**src/rtl/seq_pkg.sv**
```systemverilog
// seq_pkg: shared definitions for the 3-card monotonic-sequence protocol.
//   mode_e        value-generation mode captured with start
//   state_e       burst FSM states of seq_driver
//   LFSR_TAPS     feedback taps of the 8-bit LFSR (q[7]^q[5]^q[4]^q[3])
//   is_monotonic  verdict of one 3-value window; the checker and the driver
//                 both call it so their notions of "monotonic" cannot drift.
package seq_pkg;

    typedef enum logic [1:0] {
        MODE_ASC    = 2'd0,
        MODE_DESC   = 2'd1,
        MODE_LFSR   = 2'd2,
        MODE_ZIGZAG = 2'd3
    } mode_e;

    typedef enum logic [1:0] {
        ST_IDLE   = 2'd0,
        ST_SEND   = 2'd1,
        ST_DRAIN  = 2'd2,
        ST_REPORT = 2'd3
    } state_e;

    localparam logic [7:0] LFSR_TAPS = 8'b1011_1000;
    localparam logic [7:0] ERR_MAX   = 8'hFF;

    function automatic logic lfsr_feedback(input logic [7:0] q);
        return ^(q & LFSR_TAPS);
    endfunction

    // Strict, unsigned: equal neighbours and a 15->0 wrap both break the run.
    function automatic logic is_monotonic(input logic [3:0] a,
                                          input logic [3:0] b,
                                          input logic [3:0] c);
        return ((a < b) && (b < c)) || ((a > b) && (b > c));
    endfunction

endpackage

```
**src/rtl/seq_src.sv**
```systemverilog
// seq_src: 4-bit value generator for one burst.
//   clk, rst  clock and synchronous active-high reset
//   load      capture mode/base and present v(0) from the next cycle
//   step      advance to v(k+1)
//   mode      ASC / DESC / LFSR / ZIGZAG
//   base      first value (ASC/DESC/ZIGZAG) or LFSR seed nibble
//   value     current value v(k)
module seq_src
    import seq_pkg::*;
(
    input  logic       clk,
    input  logic       rst,
    input  logic       load,
    input  logic       step,
    input  mode_e      mode,
    input  logic [3:0] base,
    output logic [3:0] value
);

    mode_e      mode_q;
    logic [3:0] base_q;
    logic [3:0] val_q;
    logic [7:0] lfsr_q;

    always_ff @(posedge clk) begin
        if (rst) begin
            mode_q <= MODE_ASC;
            base_q <= '0;
            val_q  <= '0;
            lfsr_q <= '0;
        end else if (load) begin
            mode_q <= mode;
            base_q <= base;
            val_q  <= base;
            lfsr_q <= {base, ~base};
        end else if (step) begin
            // The LFSR free-runs while stepping; it is only visible in LFSR mode.
            lfsr_q <= {lfsr_q[6:0], lfsr_feedback(lfsr_q)};
            case (mode_q)
                MODE_ASC:    val_q <= val_q + 4'd1;
                MODE_DESC:   val_q <= val_q - 4'd1;
                // base+1 can never equal base mod 16, so this alternates cleanly.
                MODE_ZIGZAG: val_q <= (val_q == base_q) ? (base_q + 4'd1) : base_q;
                default:     val_q <= val_q;
            endcase
        end
    end

    assign value = (mode_q == MODE_LFSR) ? lfsr_q[3:0] : val_q;

endmodule

```
**src/rtl/seq_driver.sv**
```systemverilog
// seq_driver: burst transmitter and verdict checker for the 3-card
// monotonic-sequence protocol.
//   LEN         values per burst (3..255); LEN-2 windows per burst
//   clk, rst    clock and synchronous active-high reset
//   start       burst request, honoured only in IDLE
//   mode, base  generation mode and first value / seed, captured with start
//   seq_valid   stream valid to the checker's in_valid
//   seq_data    stream value to the checker's in_data
//   resp_valid  checker's out_valid
//   resp_data   checker's out_data (window verdict)
//   busy        high in every state except IDLE
//   done        one-cycle pulse in REPORT
//   pass        valid with done; high iff err_cnt is zero
//   err_cnt     mismatches in the last burst, saturating, held until next start
//   state_dbg   current FSM state (state_e encoding)
//
// Both streams are valid-only with no backpressure: the checker consumes a
// value every cycle seq_valid is high, and its verdict arrives exactly one
// cycle after the value that completes a window, whether or not we are ready.
module seq_driver
    import seq_pkg::*;
#(
    parameter int LEN = 8
) (
    input  logic       clk,
    input  logic       rst,
    input  logic       start,
    input  logic [1:0] mode,
    input  logic [3:0] base,
    output logic       seq_valid,
    output logic [3:0] seq_data,
    input  logic       resp_valid,
    input  logic       resp_data,
    output logic       busy,
    output logic       done,
    output logic       pass,
    output logic [7:0] err_cnt,
    output logic [1:0] state_dbg
);

    localparam logic [7:0] K_LAST = 8'(LEN - 1);

    state_e     state_q;
    state_e     state_d;
    logic [7:0] k_q;
    logic [3:0] h1_q;        // v(k-1)
    logic [3:0] h2_q;        // v(k-2)
    logic       exp_vld_q;   // a verdict is due this cycle
    logic       exp_q;       // the verdict that is due
    logic [7:0] err_cnt_q;
    logic [3:0] src_value;

    logic load;
    logic step;
    logic in_burst;
    logic window_full;
    logic exp_now;
    logic err_now;

    assign load        = (state_q == ST_IDLE) && start;
    assign step        = (state_q == ST_SEND);
    assign in_burst    = (state_q != ST_IDLE);
    assign window_full = (k_q >= 8'd2);
    assign exp_now     = is_monotonic(h2_q, h1_q, src_value);

    // One error at most per cycle: either the due verdict is missing/wrong,
    // or a verdict shows up when none is due.
    assign err_now = exp_vld_q ? (!resp_valid || (resp_data != exp_q)) : resp_valid;

    seq_src u_src (
        .clk   (clk),
        .rst   (rst),
        .load  (load),
        .step  (step),
        .mode  (mode_e'(mode)),
        .base  (base),
        .value (src_value)
    );

    // State register
    always_ff @(posedge clk) begin
        if (rst) begin
            state_q <= ST_IDLE;
        end else begin
            state_q <= state_d;
        end
    end

    // Next-state logic
    always_comb begin
        state_d = state_q;
        case (state_q)
            ST_IDLE:   if (start) state_d = ST_SEND;
            ST_SEND:   if (k_q == K_LAST) state_d = ST_DRAIN;
            ST_DRAIN:  state_d = ST_REPORT;
            ST_REPORT: state_d = ST_IDLE;
            default:   state_d = ST_IDLE;
        endcase
    end

    // Outputs
    always_comb begin
        seq_valid = 1'b0;
        seq_data  = '0;
        busy      = 1'b1;
        done      = 1'b0;
        pass      = 1'b0;
        case (state_q)
            ST_IDLE: busy = 1'b0;
            ST_SEND: begin
                seq_valid = 1'b1;
                seq_data  = src_value;
            end
            ST_REPORT: begin
                done = 1'b1;
                pass = (err_cnt_q == 8'd0);
            end
            default: ;
        endcase
    end

    // Index, history, expectation pipeline and error counter
    always_ff @(posedge clk) begin
        if (rst) begin
            k_q       <= '0;
            h1_q      <= '0;
            h2_q      <= '0;
            exp_vld_q <= 1'b0;
            exp_q     <= 1'b0;
            err_cnt_q <= '0;
        end else begin
            if (load) begin
                k_q <= '0;
            end else if (step) begin
                k_q <= k_q + 8'd1;
            end

            if (step) begin
                h2_q <= h1_q;
                h1_q <= src_value;
            end

            // The checker answers one cycle after the value that closes a
            // window, so the expectation is delayed by one register.
            exp_vld_q <= step && window_full;
            exp_q     <= step && window_full && exp_now;

            if (load) begin
                err_cnt_q <= '0;
            end else if (in_burst && err_now && (err_cnt_q != ERR_MAX)) begin
                err_cnt_q <= err_cnt_q + 8'd1;
            end
        end
    end

    assign err_cnt   = err_cnt_q;
    assign state_dbg = state_q;

endmodule
```
**config.mk**
```make
export PLATFORM = sky130hd
export DESIGN_NAME = seq_driver
export DESIGN_NICKNAME = d
export VERILOG_FILES = /design/src/rtl/seq_pkg.sv /design/src/rtl/seq_src.sv /design/src/rtl/seq_driver.sv
export SDC_FILE = /design/constraint.sdc
export NUM_CORES = 1
export LEC_CHECK = 0
export CORE_MARGIN = 4
export CORE_UTILIZATION = 55
export CTS_CLUSTER_SIZE = 24
export DETAILED_ROUTE_END_ITERATION = 8
export GPL_ROUTABILITY_DRIVEN = 0
export PLACE_DENSITY = 0.88
export SYNTH_ARGS = -nofsm -noshare
export SYNTH_HDL_FRONTEND = slang
export SYNTH_HIERARCHICAL = 1
export SYNTH_SLANG_ARGS = --single-unit
```
**constraint.sdc**
```tcl
create_clock -name clk -period 2.8 [get_ports clk]
set_input_delay 0.56 -clock clk [delete_from_list [all_inputs] [get_ports clk]]
set_output_delay 0.56 -clock clk [all_outputs]
set_load 0.005 [all_outputs]
```
# ---- Word level (Yosys, flattened, before mapping)
# Index checks and enable logic that the tools add are counted.
dict set report op_classes {
  bitwise_logic 1
  n_eq_ne 12
  reduce_logical 20
  magnitude_cmp 5
  mux 16
  add_sub_neg 5
}
# op n
set ops {}
lappend ops {{2-to-1 mux 4 bit} 5}
lappend ops {{adder 8 x 1 -> 8 bit, second input constant} 2}
lappend ops {{2-to-1 mux 8 bit} 2}
lappend ops {{case mux 4 bit (3 select lines)} 1}
lappend ops {{adder 4 x 1 -> 4 bit, second input constant} 2}
lappend ops {{equality test 2 bit, second input constant} 4}
lappend ops {{equality test 8 x 3 -> 1 bit, second input constant} 1}
lappend ops {{greater-or-equal comparator 8 x 2 -> 1 bit, second input constant} 1}
lappend ops {{greater-than comparator 4 bit} 2}
lappend ops {{logical NOT 8 bit} 1}
lappend ops {{less-than comparator 4 bit} 2}
lappend ops {{!= test 8 bit, second input constant} 1}
lappend ops {{case mux 2 bit (4 select lines)} 1}
lappend ops {{parity 8 bit} 1}
lappend ops {{logical AND 1 bit} 7}
lappend ops {{2-to-1 mux 1 bit} 5}
lappend ops {{equality test 2 x 1 -> 1 bit, second input constant} 2}
lappend ops {{equality test 4 bit} 1}
lappend ops {{logical NOT 2 bit} 2}
lappend ops {{2-to-1 mux 2 bit} 2}
lappend ops {{inverter 4 bit} 1}
lappend ops {{AND reduction 2 bit} 2}
lappend ops {{nonzero test 2 bit} 2}
lappend ops {{nonzero test 4 bit} 1}
lappend ops {{7 further kinds} 8}
dict set report word_totals {
  ff_bits 46
  inputBits 11
  elab_cells 70
}

# ---- Depth between registers and ports, before layout
dict set report depth {
  depth_word 6
  depth_mapped 9
  depth_no_buf 8
}

# ---- Hierarchy
# The synthesis kept the hierarchy.
# mod instances area_per_inst_um2 seq_area_each_um2 cells_per_inst
set by_module_without_submodules {}
lappend by_module_without_submodules {seq_driver 1 1567.8 560.5 183}
lappend by_module_without_submodules {seq_src 1 1127.3 360.3 129}

# ---- Worst setup path before layout
# No wires, ideal clock.
dict set report synth_path {
  path_type {reg-to-reg}
  from {register u_src.mode_q[0]}
  to {register exp_q}
  t_arrival_ns 1.740
  period_less_slack_ns 1.861
  setup_time_ns 0.121
  path_slack_ns 0.939
  required_time_ns 2.679
  stages_incl_launch_ff 10
  path_cell_list {dfxtp_1 -> nand2b_1 -> buf_2 -> mux2_2 -> inv_1 -> ha_1 -> nor2b_1 -> o211ai_1 -> a21o_1 -> o22ai_1}
}
dict set report synth_via {
  elab_chain_len 6
  word_cells_on_any_way 8
  classes_between {2 x order compare; 1 x eq/ne; 1 x mux; 4 x reduce/logical}
}
# item line
set synth_lines {}
lappend synth_lines {{start: declaration} seq_src.sv:20} ;# mode_e mode_q;
lappend synth_lines {{start signal: assignment} seq_src.sv:32} ;# mode_q <= mode;
lappend synth_lines {{equality test 2 bit (*)} seq_src.sv:49} ;# assign value = (mode_q == MODE_LFSR) ? lfsr_q[3:0] : val_q;
lappend synth_lines {{2-to-1 mux 4 bit (*)} seq_src.sv:49}
lappend synth_lines {{via src_value[1]} seq_driver.sv:51} ;# logic [3:0] src_value;
lappend synth_lines {{less-than comparator 4 bit or greater-than comparator 4 bit (tied branches)} seq_pkg.sv:34} ;# return ((a < b) && (b < c)) || ((a > b) && (b > c));
lappend synth_lines {{logical AND 1 bit} seq_pkg.sv:34}
lappend synth_lines {{logical OR 1 bit (*)} seq_pkg.sv:34}
lappend synth_lines {{logical AND 1 bit (*)} seq_driver.sv:146} ;# exp_q <= step && window_full && exp_now;
lappend synth_lines {{end signal: assignment} seq_driver.sv:146}
lappend synth_lines {{end: declaration} seq_driver.sv:49} ;# logic exp_q;
# Mark *: on every way through the listed nets, which the timed path passes. The rest lies on a longest branch.
# A chain may end at the register's enable or synchronous reset.

# ---- Worst setup path after layout
dict set report layout_path {
  from {register u_src.mode_q[0]}
  to {output seq_data[0]}
}
dict set report layout_via {
  elab_chain_len 3
}
# item line
set layout_lines {}
lappend layout_lines {{equality test 2 bit} seq_src.sv:49}
lappend layout_lines {{2-to-1 mux 4 bit} seq_src.sv:49}
lappend layout_lines {{via src_value[0]} seq_driver.sv:51}
lappend layout_lines {{2-to-1 mux 4 bit} seq_driver.sv:108} ;# case (state_q)
lappend layout_lines {{end: declaration} seq_driver.sv:31} ;# output logic [3:0] seq_data,
# The timed path passes the listed nets, and every way through them passes these cells.

==> flow_summary.yaml <==
synth:
  netlist_instances: 312
  synth_ff_type: "dfxtp_1"
  ys_seq_area_share_pct: 34.2
  syn_area_um2: 2700
  synthArstFlopShare_pct: 0
  synth_top_area_cell: "dfxtp_1"
  ys_types: 56
  synth_edf_count: 0
  ys.warnings.count: 6
  synth.top_cells.by_area: "dfxtp_1 34%, ha_1 8.8%, nor2_1 4.7%"
  netlist.area_leader.share_pct: 34.2
  ys_ff_latch: 46
  syn-mean-instance-area_um2: 8.64
  synth_nets: 342
floorplan:
  die_h_um: 78
  ios: 29
  std_cell_rows: 25
  core_um2: 4720
  die_w_um: 78
  start_util_pct: 57.1
  die-area_um2: 6080
clocking:
  cts_resized: 0
  cts_setup_buffers: 0
  htreeDepth: 2
  cts_hold_buf: 0
  path_clk_slew_ns: 0.08
  cts_root_buf: "clkbuf_8"
  clock_path_buffers: 2
  clock_latency_ns: 0.30
  cts_buffers: 5
  cts_tree: "done"
  clock-sinks: 46
worst_setup_path:
  startpoint: "u_src/mode_q[0]$_SDFFE_PP0P_"
  crit_fanout: 7
  path_buf_inv: 1
  r2r_slack_ns: 0.67
  r2r-end: "exp_q$_SDFF_PP0_"
  r2r-start: "u_src/mode_q[0]$_SDFFE_PP0P_"
  path_cells: "nand2b_1 > mux2_2 > and2_1 > clkdlybuf4s50_1"
  crit_slowest_cell: "clkdlybuf4s50_1"
  crit_family: "simple AND/OR/NAND/NOR gates"
  critical_path_depth: 4
  end_kind: "output port"
  endpoint: "seq_data[0]"
  cp_slowest_stage_delay_ns: 0.45
  cp.required_ns: 2.24
  path_class: "register to output port"
  critPathLaunchType: "register"
  arrival_ns: 2.06
  ff2ff_path_depth: 8
place:
  dp_cells: 396
  dp_worst_setup_slack_ns: 0.526
  portBuffers: 28
  dpl-instance-area_um2: 3020
  hpwl_um: 4440
timing:
  period_minus_slack_ns: 2.62
  worst_slack_ns: 0.180
  hold_viol: 0
  max_slew_margin_pct: 68.6
  setup_violations: 0
  tightest_slew_ns: 0.467
  maxSlewViolCount: 0
  fin_crit_sh_pct: 93.6
  holdWs_ns: 0.497
  rsz0062_at_grt: "false"
  worst_clock_skew_ns: 0.00443
  max_freq_mhz: 382
  fin_tns_setup_ns: 0
outcome:
  status: "completed"
power_and_ir_drop:
  finalPower_mw: 2.52
  power_density_nw_per_um2: 806
  cellLeakagePower_nw: 1.19
  vdd_drop_max_mv: 0.438
finish:
  fill_cells: 389
  instances_no_fill: 404
  diodes: 0
  regArea_um2: 921
  final_layout_size_suffix_gt1_share_pct: 7.12
  finalInstanceArea_um2: 3120
  final_util_pct: 66.1
  multi_input_area_um2: 1620
  nNetsFinal: 366
  area_delta_synth_final_pct: 15.9
grt:
  grt-ovfl-total: 0
  grt_start_max_net_pins: 31
  grt_usage_pct: 21.2
  grt_pass1_vias: 2300
  grt_pass1_wl_um: 10400
  antenna_found_initial: 0
run:
  cap_violations: 0
detailed_routing:
  via_per_inst: 5.81
  wl_um: 6060
  wl_per_cell_um: 15.0
  initialDrtViolationCount: 138
  vias: 2346
  drtPass1Iterations: 4
  ant_nets: 0
  drc_errors: 0
min_path:
  hold_path_class: "register to register"
  worstHoldPathCells: 2
-- synth_stat cells (all sizes together) (6+ instances only) --
cell type   n
o21ai       7
nand2b      6
nor2       34
nand3       9
dfxtp      46
nor4        6
a211oi     11
ha         19
nor2b       8
xor2       14
buf         6
inv        21
mux2i      10
clkbuf     10
mux2        6
a21oi      22
nand4       7
nand2      16
-- layout make-up --
class                           instances  area share [%]
Clock buffer                            7            2.44
Clock inverter                          1           0.961
Inverter                               21            2.52
Multi-Input combinational cell        229            51.7
Sequential cell                        46            29.5
Tap cell                               67            2.68
Timing Repair Buffer                   33            10.2
-- layer usage --
layer | vias to the layer above | wire [um] | global-route usage, %
met4 | 0 | 165 | 9.79
met1 | 1108 | 2700 | 25.1
met5 | - | 0 | 0
met3 | 20 | 248 | 4.99
li1 | 1155 | - | -
met2 | 63 | 2950 | 36.0
-- cells by family after synthesis --
group	count (synthesis)	share of synthesized area [%]
fa+ha+maj	19	8.82
flops	46	34.2
mux	16	6.22
simple gates	107	21.3
buf+inv	37	5.85
compound gates	68	17.2
xor+xnor	19	6.45
-- cell usage in the layout (no fill, tap or decap), drive strengths merged, types with 3 or more instances in the layout --
master	n
o31ai	4
ha	19
or4	3
a31oi	3
dfxtp	46
a211oi	11
nand2	16
nand4	7
clkbuf	7
o21ai	7
nand3	9
buf	5
mux2	6
nor2b	8
nand2b	6
a21oi	22
and2	3
nor3	4
mux2i	10
xor2	14
xnor2	5
clkdlybuf4s50	28
nor2	34
nor4	6
inv	21
-- where the power goes --
| group | internal (mW) | switching (mW) | total [mW] |
|---|---|---|---|
| Combinational | 0.516 | 0.599 | 1.11 |
| Sequential | 0.761 | 0.156 | 0.917 |
| Clock | 0.267 | 0.220 | 0.487 |
| Total | 1.54 | 0.975 | 2.52 |
-- how the worst min path moves through the flow --
stage | from | endpoint
2_1_floorplan | k_q[7]$_SDFFE_PP0P_ | k_q[7]$_SDFFE_PP0P_
3_3_place_gp | k_q[7]$_SDFFE_PP0P_ | k_q[7]$_SDFFE_PP0P_
3_5_place_dp | k_q[7]$_SDFFE_PP0P_ | k_q[7]$_SDFFE_PP0P_
4_1_cts | k_q[7]$_SDFFE_PP0P_ | k_q[7]$_SDFFE_PP0P_
5_1_grt | k_q[7]$_SDFFE_PP0P_ | k_q[7]$_SDFFE_PP0P_
6_report | k_q[7]$_SDFFE_PP0P_ | k_q[7]$_SDFFE_PP0P_
-- registers in the layout, indices dropped and copies added (netlist names) --
| register | count |
|---|---|
| h2_q | 4 |
| u_src/lfsr_q | 8 |
| h1_q | 4 |
| exp_vld_q | 1 |
| u_src/val_q | 4 |
| exp_q | 1 |
| k_q | 8 |
| u_src/mode_q | 2 |
| state_dbg | 2 |
| err_cnt | 8 |
| u_src/base_q | 4 |
-- worst register-to-register path, cell delays in order (launching register included) --
cell and delay [ns]:
dfxtp_1 0.42, nand2b_1 0.31, mux2_2 0.37, inv_1 0.08, ha_1 0.24, nor2b_1 0.14, o211ai_1 0.22, a21o_1 0.15
o22ai_1 0.08
(Power assumes the default switching activity.)
==> edit 1, RTL diff (config.mk and constraints unchanged) <==
Register the output `seq_data`, cleared by the reset; this adds one clock of latency there. The other outputs are not delayed to match.
--- a/src/rtl/seq_driver.sv
+++ b/src/rtl/seq_driver.sv
@@ -39,6 +39,8 @@
 );
 
     localparam logic [7:0] K_LAST = 8'(LEN - 1);
+
+    logic [3:0] seq_data_d;
 
     state_e     state_q;
     state_e     state_d;
@@ -101,7 +103,7 @@
     // Outputs
     always_comb begin
         seq_valid = 1'b0;
-        seq_data  = '0;
+        seq_data_d = '0;
         busy      = 1'b1;
         done      = 1'b0;
         pass      = 1'b0;
@@ -109,7 +111,7 @@
             ST_IDLE: busy = 1'b0;
             ST_SEND: begin
                 seq_valid = 1'b1;
-                seq_data  = src_value;
+                seq_data_d = src_value;
             end
             ST_REPORT: begin
                 done = 1'b1;
@@ -156,4 +158,12 @@
     assign err_cnt   = err_cnt_q;
     assign state_dbg = state_q;
 
+    always_ff @(posedge clk) begin
+        if (rst) begin
+            seq_data <= '0;
+        end else begin
+            seq_data <= seq_data_d;
+        end
+    end
+
 endmodule
Function: changed (a bounded check fails within 4 cycles, from zero or initial values and one cycle with rst high).
==> edit 1 against the unedited design <==
  * Clock skew increased by 0.0025 ns
  * Worst setup slack improved by 0.12 ns
  * Area after synthesis increased by 3.2%
  * Count of clock-buffer cells in the layout decreased by 1
  * Sequential cell count increased by 4
  * Register-to-register slack got worse by 0.08 ns
  * Routed wire length increased by 1.6%
  * Final area increased by 2.7%
  * Synthesized cell count increased by 2.6%
  * Combinational power about the same
  * Non-clock buffer count unchanged
  * Total power increased by 0.61%
  * Critical path type unchanged
  * Largest cell class unchanged
  * Largest power group unchanged
  * Highest routed layer unchanged
==> edit 1: results (changes against the unedited design) <==
Parameter                              Value

Outcome
  Outcome ... finished, final reports clean (unchanged)

Yosys
  Distinct cell type count after synthesis ... 51 (was 56)
  Most used standard cells in the synthesized netlist ... 50 x dfxtp_1, 36 x nor2_1, 22 x a21oi_1 (was 46 x dfxtp_1, 34 x nor2_1, 22 x a21oi_1)
  Nets in the synthesized netlist ... 350 (was 342)
  Sequential area share after synthesis ... 36.0% (was 34.2%)

Setup path
  CP Data Arrival Time ... 1.94 ns (was 2.06 ns)
  Startpoint of the most critical setup path ... err_cnt[5] (was u_src/mode_q[0])
  CP max stage delay ... 0.56 ns (was 0.45 ns)
  Worst Path Max Fanout ... 6 (was 7)

Drt
  Number of iterations in the first detailed-routing pass ... 5 (was 4)
  Number of DRC markers in iteration 0 ... 196 (was 138)
  Ratio of routed vias to standard cells ... 5.79 (was 5.81)
  Drt total wl ... 6150 um (was 6060 um)

Global route
  Wire length of the first global-routing pass ... 10600 um (was 10400 um)
  Pin count of the biggest net entering global routing ... 26 (was 31)
  Gr usage total ... 20.8% (was 21.2%)
  Number of global-route vias before repair ... 2312 (was 2300)

STA
  Worst-case clock skew ... 0.00693 ns (was 0.00443 ns)
  Slew @ Worst Pin ... 0.500 ns (was 0.467 ns)

Placed design
  Setup WS pre-CTS ... 0.574 ns (was 0.526 ns)
  Final HPWL from detailed placement ... 4450 um (was 4440 um)

Power and ir drop
  Leakage power of the design ... 1.19 nW (about the same)
  Peak supply drop ... 0.000435 V (was 0.000438 V)

Finish
  Fraction of layout instances using a drive strength above 1 ... 7.29% (was 7.12%)
  Final net count ... 372 (was 366)

Clocking
  CTS buffer count ... 5 (unchanged)
==> edit 1: cell types whose count changed after synthesis, sizes merged, moves of 2 or more <==
cell	unedited run	this run
dfxtp	46	50
mux2i	10	13
nand3	9	11
nor2	34	36
nor3	4	6
nor4b	2	0
==> edit 1: area by class of cell <==
type,instances,share of cell area [%]
clock buffer,6,2.57
clock inverter,2,0.507
timing repair buffer,33,10.3
tap,67,2.61
inverter,20,2.34
sequential,50,31.2
multi-input combinational,232,50.5
==> edit 1: per-stage QoR <==
stage / hold slack (ns) / cells / cell area, um^2
2_1_floorplan: 0.458 / 320 / 2780
3_3_place_gp: 0.474 / 402 / 3110
3_5_place_dp: 0.489 / 402 / 3110
4_1_cts: 0.500 / 410 / 3210
5_1_grt: 0.541 / 410 / 3210
6_report: 0.502 / 410 / 3210
==> edit 1: cell families after synthesis <==
logic type | after synthesis | synth area share [%]
xor gates and xnor gates | 19 | 6.25
adders and majority gates | 19 | 8.54
and+or+nand+nor | 110 | 20.4
buffers and inverters | 38 | 5.85
DFF | 50 | 36.0
muxes | 19 | 7.10
AOI/OAI and AO/OA | 65 | 15.9
==> edit 1: worst reg2reg max path, stage by stage (launching register included) <==
cell       delay [ns]
dfxtp_1          0.44
nand2b_1         0.32
mux2_2           0.39
inv_1            0.08
ha_1             0.24
nor2b_1          0.14
o211ai_1         0.21
a21oi_1          0.10
o2bb2ai_1        0.16
==> edit 1: worst paths after layout <==
| path | end | slack, ns |
|---|---|---|
| worst max register to register | exp_q | 0.59 |
| worst max-delay path | pass | 0.30 |
| worst min register to register | k_q[7] | 0.50 |
| worst min-delay path | k_q[7] | 0.50 |
==> edit 1: power by group <==
| part | switching [mW] | internal (mW) | leakage, nW |
|---|---|---|---|
| clock network | 0.246 | 0.204 | 0.0478 |
| registers | 0.153 | 0.823 | 0.407 |
| logic | 0.590 | 0.519 | 0.740 |
| total | 0.989 | 1.55 | 1.19 |
==> edit 1: metal layers <==
metal  global-route usage [%]  up-vias  wire (um)
met2                     35.9       77       3040
li1                         -     1169          -
met1                     25.6     1116       2650
met4                     7.56        0         97
met3                     3.97       12        371
met5                        0        -          0
==> edit 2, RTL diff (same flow settings) <==
Made on the original files. The package constant `ERR_MAX` goes from 8'hFF to 8'hBF.
--- a/src/rtl/seq_pkg.sv
+++ b/src/rtl/seq_pkg.sv
@@ -21,7 +21,7 @@
     } state_e;
 
     localparam logic [7:0] LFSR_TAPS = 8'b1011_1000;
-    localparam logic [7:0] ERR_MAX   = 8'hFF;
+    localparam logic [7:0] ERR_MAX   = 8'hBF;
 
     function automatic logic lfsr_feedback(input logic [7:0] q);
         return ^(q & LFSR_TAPS);
Check against the original RTL: no difference found for any inputs over 10 cycles, from zero or initial values and one cycle with rst high; that may be too few to reach the edited logic, so the function may still have changed.
==> edit 2 against the unedited design <==
  * Non-clock buffer count is the same
  * Worst setup slack gained 0.0028 ns
  * Synthesized cell count is the same
  * Clock power shrank 3%
  * Total power shrank 1.0%
  * Sequential cell count is the same
  * Final area shrank 0.20%
  * Combinational power is essentially flat
  * Worst hold slack lost 0.0066 ns
  * Area after synthesis shrank 0.37%
  * Core utilization shrank 0.13 points
  * Routed wire length shrank 4.0%
==> edit 2: results (changes against the unedited design) <==
Parameter                              Value

Finish
  Final net count ... 366 (unchanged)
  Number of diodes added for antenna fixing ... 0 (unchanged)
  Fraction of layout instances using a drive strength above 1 ... 7.12% (unchanged)

Hold path
  Startpoint of the lowest-slack hold path ... k_q[7] (unchanged)
  Hold crit path type ... flop to flop (unchanged)
  Hold-critical path endpoint ... k_q[7] (unchanged)
  Number of cells traversed by the worst hold path ... 2 (unchanged)

Drt
  Drt total wl ... 5820 um (was 6060 um)
  Number of DRC markers in iteration 0 ... 154 (was 138)
  Via Count ... 2275 (was 2346)
  Number of iterations in the first detailed-routing pass ... 4 (unchanged)

Global route
  Number of global-route vias before repair ... 2160 (was 2300)
  Wire length of the first global-routing pass ... 10200 um (was 10400 um)
  Number of antenna violations at the first check in global routing ... 0 (unchanged)
  Pin count of the biggest net entering global routing ... 29 (was 31)
  Remaining global-route overflow ... 0 (unchanged)
  Gr usage total ... 20.7% (was 21.2%)

Yosys
  Sequential area share after synthesis ... 34.3% (was 34.2%)
  Most used standard cells in the synthesized netlist ... 46 x dfxtp_1, 36 x nor2_1, 24 x a21oi_1 (was 46 x dfxtp_1, 34 x nor2_1, 22 x a21oi_1)
  Nets in the synthesized netlist ... 342 (unchanged)
  Share of flip-flops with an asynchronous set or reset after synthesis ... 0% (unchanged)
  Synth warnings ... 6 (unchanged)
  Leading cell types by total area after synthesis ... dfxtp_1 34%, ha_1 8.9%, nor2_1 5.0% (was dfxtp_1 34%, ha_1 8.8%, nor2_1 4.7%)
  Prevailing post-synth register cell ... dfxtp_1 (unchanged)
  Distinct cell type count after synthesis ... 55 (was 56)

Setup path
  Slack of the worst reg-to-reg path ... 0.69 ns (was 0.67 ns)
  Startpoint of the most critical setup path ... u_src/mode_q[0] (unchanged)
  Critical R2R Capture ... exp_q (unchanged)
  CP Data Arrival Time ... 2.06 ns (about the same)
  CP max stage delay ... 0.46 ns
  Worst reg-to-reg path cell count ... 8 (unchanged)
  Critical path's slowest cell ... clkdlybuf4s50_1 (unchanged)
  Worst Path Max Fanout ... 7 (unchanged)

Power and ir drop
  Peak supply drop ... 0.000493 V (was 0.000438 V)
  Leakage power of the design ... 1.19 nW (about the same)

Clocking
  Deepest clock path buffer count ... 2 (unchanged)
  Number of post-CTS setup repair buffers ... 0 (unchanged)
  Post-cts repair resize count ... 0 (unchanged)
  CTS H-tree depth ... 2 (unchanged)
  Clock input transition at the sequential cells of the worst setup and hold paths ... about 0.090 ns
  Cell at the root of the clock tree ... clkbuf_8 (unchanged)
  Clk Latency, worst-skew pair ... 0.30 ns (about the same)
  CTS buffer count ... 5 (unchanged)

STA
  Post-route setup slack ... 0.183 ns (was 0.180 ns)
  Relative slew slack ... 68.0% (was 68.6%)
  Final-layout worst hold slack ... 0.490 ns (was 0.497 ns)
  Worst-case clock skew ... 0.0102 ns (was 0.00443 ns)

Placed design
  Setup WS pre-CTS ... 0.535 ns (was 0.526 ns)
  Final HPWL from detailed placement ... 4140 um (was 4440 um)
  Number of port buffers ... 28 (unchanged)

Outcome
  Outcome ... finished, final reports clean (unchanged)
edit 2: cell count changes in the layout (fill, tap and decap cells not counted), moves of 2 or more:
cell / unedited run / this run
a21oi_1: 22 / 24
clkbuf_1: 2 / 0
clkbuf_8: 5 / 8
nor2_1: 34 / 36
o31ai_1: 4 / 6
edit 2: final cells by class:
cell class / count / area (um^2)
Clock buffer: 8 / 110
Fill cell: 385 / 1610
Inverter: 20 / 75.1
Multi-Input combinational cell: 230 / 1610
Sequential cell: 46 / 921
Tap cell: 67 / 83.8
Timing Repair Buffer: 33 / 318
edit 2: worst max path at each step:
stage / to / depth (start not counted)
final: seq_data[0] / 4
after detailed placement: seq_data[0] / 4
after floorplan: exp_q / 9
after global routing: seq_data[0] / 4
after CTS: seq_data[0] / 4
after global placement: seq_data[0] / 4
edit 2: worst max-delay path, delay by kind of cell (launching register included):
family                 cells  cell delay [ns]
buffers and inverters      1             0.46
multiplexers               1             0.39
flip-flops                 1             0.43
AND/OR/NAND/NOR            2             0.48
edit 2: layer usage:
layer | routed length, um | up-vias | track usage (%)
li1 | - | 1158 | -
met1 | 2730 | 1067 | 27.6
met2 | 2810 | 43 | 33.2
met3 | 215 | 7 | 4.64
met4 | 64 | 0 | 6.41
met5 | 0 | - | 0
edit 2: power by group:
part	switching (mW)	internal, mW	total, mW
Clock	0.222	0.249	0.472
Combinational	0.591	0.516	1.11
Sequential	0.153	0.761	0.914
edit 2: kinds of logic after synthesis:
group	share of synthesized area (%)
AO/OA/AOI/OAI	17.3
XOR/XNOR	6.48
adder cells (fa/ha/maj)	8.85
buffers and inverters	5.73
flip-flops	34.3
multiplexers	6.24
AND/OR/NAND/NOR	21.1
edit 2: metrics by stage:
stage          cell area (um^2)  cells
4_1_cts                    3120    404
2_1_floorplan              2690    312
6_report                   3120    404
3_3_place_gp               3010    396
5_1_grt                    3120    404
3_5_place_dp               3010    396
